===== config.mk =====
export PLATFORM = sky130hd
export DESIGN_NAME = tom_ctl
export DESIGN_NICKNAME = d
export VERILOG_FILES = /design/src/rtl/game_pkg.sv /design/src/rtl/tom_ctl.sv
export SDC_FILE = /design/constraint.sdc
export NUM_CORES = 1
export LEC_CHECK = 0
export CORE_ASPECT_RATIO = 2
export CORE_MARGIN = 2
export CORE_UTILIZATION = 63
export CTS_CLUSTER_SIZE = 10
export DETAILED_ROUTE_END_ITERATION = 7
export PLACE_DENSITY = 0.92
export REMOVE_ABC_BUFFERS = 1
export SLEW_MARGIN = 30
export SYNTH_ARGS = -nofsm -noshare
export SYNTH_HDL_FRONTEND = slang
export SYNTH_SLANG_ARGS = --single-unit

===== constraint.sdc =====
create_clock -name clk -period 4.7 [get_ports clk]
set_clock_uncertainty 0.05 [all_clocks]
set_input_delay 0.705 -clock clk [delete_from_list [all_inputs] [get_ports clk]]
set_output_delay 0.705 -clock clk [all_outputs]
set_load 0.005 [all_outputs]

===== src/rtl/game_pkg.sv =====
// Shared game constants: sprite geometry, play-field limits and the Tom FSM state type.
// Play-field limits are derived from a 1024x768 screen.
package game_pkg;

    localparam int TOM_WIDTH  = 30;
    localparam int TOM_HEIGHT = 64;
    localparam int X_LIMIT    = 1024 - TOM_WIDTH;
    localparam int Y_LIMIT    = 768 - TOM_HEIGHT;
    localparam int VY_W       = 6;

    typedef enum logic [1:0] {
        GROUND  = 2'd0,
        RISING  = 2'd1,
        FALLING = 2'd2
    } tom_state_e;

endpackage


===== src/rtl/tom_ctl.sv =====
// Tom movement controller: once per frame (vblnk rising edge), applies horizontal
// key motion and a simple ballistic jump.
module tom_ctl
    import game_pkg::*;
#(
    parameter int X_INIT  = 100,
    parameter int SPEED   = 4,
    parameter int JUMP_V0 = 16,
    parameter int GRAVITY = 1
) (
    input  logic       clk,
    input  logic       rst,
    input  logic       vblnk,
    input  logic       left,
    input  logic       right,
    input  logic       jump,
    output logic [9:0] tom_x,
    output logic [9:0] tom_y,
    output logic       airborne,
    output logic       facing_left
);

    localparam logic [10:0]     SPEED_W = 11'(SPEED);
    localparam logic [10:0]     X_LIM_W = 11'(X_LIMIT);
    localparam logic [10:0]     Y_LIM_W = 11'(Y_LIMIT);
    localparam logic [9:0]      X_RST   = 10'(X_INIT);
    localparam logic [VY_W-1:0] VY_V0   = VY_W'(JUMP_V0);
    localparam logic [VY_W-1:0] GRAV_V  = VY_W'(GRAVITY);

    tom_state_e      state_q, state_d;
    logic [9:0]      x_q, x_d;
    logic [9:0]      y_q, y_d;
    logic [VY_W-1:0] vy_q, vy_d;
    logic            face_q, face_d;
    logic            pend_q, pend_d;
    logic            vblnk_q;

    logic            tick;
    logic            jump_now;
    logic [10:0]     x_sum;
    logic [10:0]     y_sum;
    logic [VY_W-1:0] vy_n;

    // NOTE: every always_comb output gets a default first so no path can infer a latch.
    always_comb begin
        state_d  = state_q;
        x_d      = x_q;
        y_d      = y_q;
        vy_d     = vy_q;
        face_d   = face_q;
        pend_d   = pend_q | jump;
        tick     = vblnk & ~vblnk_q;
        jump_now = pend_q | jump;
        x_sum    = {1'b0, x_q} + SPEED_W;
        y_sum    = {1'b0, y_q} + 11'(vy_q);
        vy_n     = vy_q + GRAV_V;

        if (tick) begin
            // A jump arriving on the tick cycle is consumed by this tick.
            pend_d = 1'b0;

            if (left && !right) begin
                face_d = 1'b1;
                x_d    = ({1'b0, x_q} < SPEED_W) ? '0 : x_q - SPEED_W[9:0];
            end else if (right && !left) begin
                face_d = 1'b0;
                x_d    = (x_sum > X_LIM_W) ? X_LIM_W[9:0] : x_sum[9:0];
            end

            unique case (state_q)
                GROUND: begin
                    if (jump_now) begin
                        state_d = RISING;
                        vy_d    = VY_V0;
                    end else begin
                        y_d = '0;
                    end
                end
                RISING: begin
                    y_d = (y_sum > Y_LIM_W) ? Y_LIM_W[9:0] : y_sum[9:0];
                    if (vy_q <= GRAV_V || y_sum >= Y_LIM_W) begin
                        state_d = FALLING;
                        vy_d    = '0;
                    end else begin
                        vy_d = vy_q - GRAV_V;
                    end
                end
                FALLING: begin
                    if (y_q <= 10'(vy_n)) begin
                        state_d = GROUND;
                        y_d     = '0;
                        vy_d    = '0;
                    end else begin
                        y_d  = y_q - 10'(vy_n);
                        vy_d = vy_n;
                    end
                end
                default: begin
                    state_d = GROUND;
                    y_d     = '0;
                    vy_d    = '0;
                end
            endcase
        end
    end

    // NOTE: sequential state uses non-blocking assignments so all registers update together.
    always_ff @(posedge clk or negedge rst) begin
        if (!rst) begin
            state_q <= GROUND;
            x_q     <= X_RST;
            y_q     <= '0;
            vy_q    <= '0;
            face_q  <= 1'b0;
            pend_q  <= 1'b0;
            vblnk_q <= 1'b0;
        end else begin
            state_q <= state_d;
            x_q     <= x_d;
            y_q     <= y_d;
            vy_q    <= vy_d;
            face_q  <= face_d;
            pend_q  <= pend_d;
            vblnk_q <= vblnk;
        end
    end

    assign tom_x       = x_q;
    assign tom_y       = y_q;
    assign airborne    = (state_q != GROUND);
    assign facing_left = face_q;

endmodule


==> results.yml <==
global_route:
  grt_antenna_before_repair: 0
  global_route.overflow_total: 0
  number_of_global_route_vias_before_repair: 2895
  grtUsageTotal_pct: 34.9
  maximum_number_of_pins_on_one_net_before_global_route_repair: 31
  grt_pass1_wl_um: 13400
clocking:
  tritoncts.num_buffers: 5
  tritoncts: "built"
  post_cts_resize_count: 0
  clkLatencyLatePin_ps: 290
  cts_setup_buffers: 0
  cts_hold_buffers: 0
  ctsHtreeMaxLevel: 2
  cts_num_sinks: 30
  clkSlewWorstSetupHoldPaths_ps: 60
  clk_root_buffer_cell: "sky130_fd_sc_hd__clkbuf_8"
  cts-root-to-sink-buffers: 2
route:
  wl_per_cell_um: 19.0
  drc_errors_left: 0
  route.met2.wl_um: 4310
  first_iter_violations: 104
  detailedRoute.firstPassIterationCount: 5
  wl_met3_um: 410
  route.final.wire_length_um: 8170
  postRouteAntennaNets: 0
  wl_met1_um: 2750
  via_count: 2892
  route.detailed.vias_per_inst: 6.74
  routed.top_layer: "met4"
synth:
  synth_cell_type_count: 65
  synth.yosys.seq_area_share_pct: 26.3
  ranking_of_synthesized_cells_by_area: "sky130_fd_sc_hd__dfrtp_1 24%, sky130_fd_sc_hd__ha_1 10%, sky130_fd_sc_hd__o21ai_0 5.2%, sky130_fd_sc_hd__nor2_1 4.7%, sky130_fd_sc_hd__xnor2_1 4.3%"
  ys.flop_type: "sky130_fd_sc_hd__dfrtp_1"
  post-synth-top-area-cell: "sky130_fd_sc_hd__dfrtp_1"
  syn_area_sq_um: 2870
  synthesis.yosys.warnings: 0
  synth_cells: 357
  syn-mean-instance-area_sq_um: 8.05
  synth_seq_cells: 30
  synth_edf_count: 0
  area_share_of_the_largest_cell_type_after_synthesis_pct: 23.5
  async_set_or_reset_flop_fraction_in_the_synthesized_netlist_pct: 100
sta:
  worst_pin_slew_ps: 860
  finalSetupViolCount: 0
  timing.final.max_slew_violations: 0
  postLayoutSetupSlackWorst_ps: 1150
  finalSetupTns_ps: 0
  period_minus_slack_ps: 3550
  fmaxAchievable_mhz: 282
  final_period_utilization_pct: 75.5
  grt_setup_unrepaired: "false"
  worst_slew_margin_rel_pct: 42.7
  finalHoldViolCount: 0
critical_path:
  startpoint_type_of_the_worst_setup_path: "flop"
  critPathMaxFanout: 7
  cp-end-kind: "flop"
  cp_slowest_stage_delay_ps: 470
  critical_path_required_time_ps: 4820
  worst-setup-path-type: "flop to flop"
  worstPathCellList: "ha_1, fa_1, a21oi_1, nand4b_1, nand2_1, a32o_1, nor4_2, nand3_2, nand3_1, mux2_1"
  cp_slowest_cell: "sky130_fd_sc_hd__nor4_2"
  worst_ep_arrival_time_ps: 3670
power:
  powerDensity_nw_per_um2: 626
  post-layout-total-power_mw: 2.02
  power.static_leakage_nw: 1.34
  power.ir.vdd_worst_uv: 495
placed_design:
  place.gp.congestion: 1.00
  place.port_buffers: 26
  dpl-instance-area_sq_um: 3130
  preCtsSetupSlack_ps: 1280
  dpl.hpwl_um: 6150
finish:
  layout_common_cells: "36 x sky130_fd_sc_hd__nor2_1, 30 x sky130_fd_sc_hd__o21ai_0, 27 x sky130_fd_sc_hd__dfrtp_1, 26 x sky130_fd_sc_hd__clkdlybuf4s50_1, 24 x sky130_fd_sc_hd__nand2_1"
  relative_area_change_from_synthesis_to_final_layout_pct: 12.2
  num_antenna_cells: 0
  final.fill_count: 358
  layout_commonest_cell: "sky130_fd_sc_hd__nor2_1"
  nets: 405
  finalCoreUtilization_pct: 73.6
  drive_above_1_share_pct: 7.73
  final_area_sq_um: 3220
floorplan:
  initial_core_util_pct: 65.6
  placement_rows: 34
  fp.dieArea_sq_um: 5150
  die-height_um: 99.5
  io_pins: 28
  area_inside_the_core_boundary_sq_um: 4380
  die_width_um: 51.8
outcome:
  run_status: "finished, final reports clean"
hold_path:
  hold_path.class: "flop to flop"
flow_run:
  cap_violations: 0
-- metal layers --
layer / track usage, % / vias up
met5: 0 / -
met1: 34.4 / 1340
li1: - / 1340
met2: 60.0 / 155
met3: 5.56 / 57
met4: 30.4 / 0
-- final timing paths --
kind | slack, ps | cells after the start | to | from
setup / recovery | 1150 | 10 | state_q[1] | vy_q[0]
hold / removal | 440 | 2 | facing_left | facing_left
setup reg to reg | 1150 | 10 | state_q[1] | vy_q[0]
hold reg to reg | 440 | 2 | facing_left | facing_left
max in group asynchronous | 3510 | 2 | tom_x[5] | rst
min in group asynchronous | 750 | 2 | tom_x[9] | rst
-- critical path, delay by kind of cell (launching register included) --
kind / cells / cell delay [ps]
AOI/OAI and AO/OA: 2 / 580
DFF: 1 / 450
adders and majority gates: 2 / 680
muxes: 1 / 350
and+or+nand+nor: 5 / 1330
-- power breakdown --
| group | switching, mW | internal [mW] | total [mW] |
|---|---|---|---|
| clock | 0.0982 | 0.118 | 0.216 |
| sequential | 0.184 | 0.344 | 0.528 |
| combinational | 0.726 | 0.549 | 1.27 |
| total | 1.01 | 1.01 | 2.02 |
-- synth_stat cells, drive strengths merged, types with 7 or more instances --
cell type	instances
nor3	14
clkbuf	10
a21oi	23
dfrtp	27
inv	18
xnor2	14
buf	9
o21ai	31
nand2	24
nand3	18
ha	23
nor2	36
nor2b	7
nand2b	8
-- area by class of cell --
class                      instances  area [sq um]  area share (%)
tap                               54          67.6            2.10
inverter                          18          67.6            2.10
timing repair buffer              29           283            8.77
clock buffer                       7          86.3            2.68
clock inverter                     1          5.00           0.155
sequential                        30           754            23.4
multi-input combinational        290          1960            60.8
-- through the flow --
stage / std cells / hold WS, ps
finish: 429 / 442
CTS: 429 / 450
global route: 429 / 486
global placement: 421 / 416
floorplan: 338 / 359
detailed placement: 421 / 435
-- sequential cells by signal, summed over array words and instances, names as in the netlist --
register     count
vblnk_q          1
pend_q           1
tom_x            9
vy_q             6
tom_y           10
facing_left      1
state_q          2
-- cells by family after synthesis --
kind of cell,synth area share (%)
AO/OA/AOI/OAI,24.2
XOR/XNOR,5.79
adder cells (fa/ha/maj),11.4
buffers and inverters,5.53
flip-flops,26.3
multiplexers,1.48
other,0.130
AND/OR/NAND/NOR,25.2
Note: power is estimated with default switching activity, not from simulation.
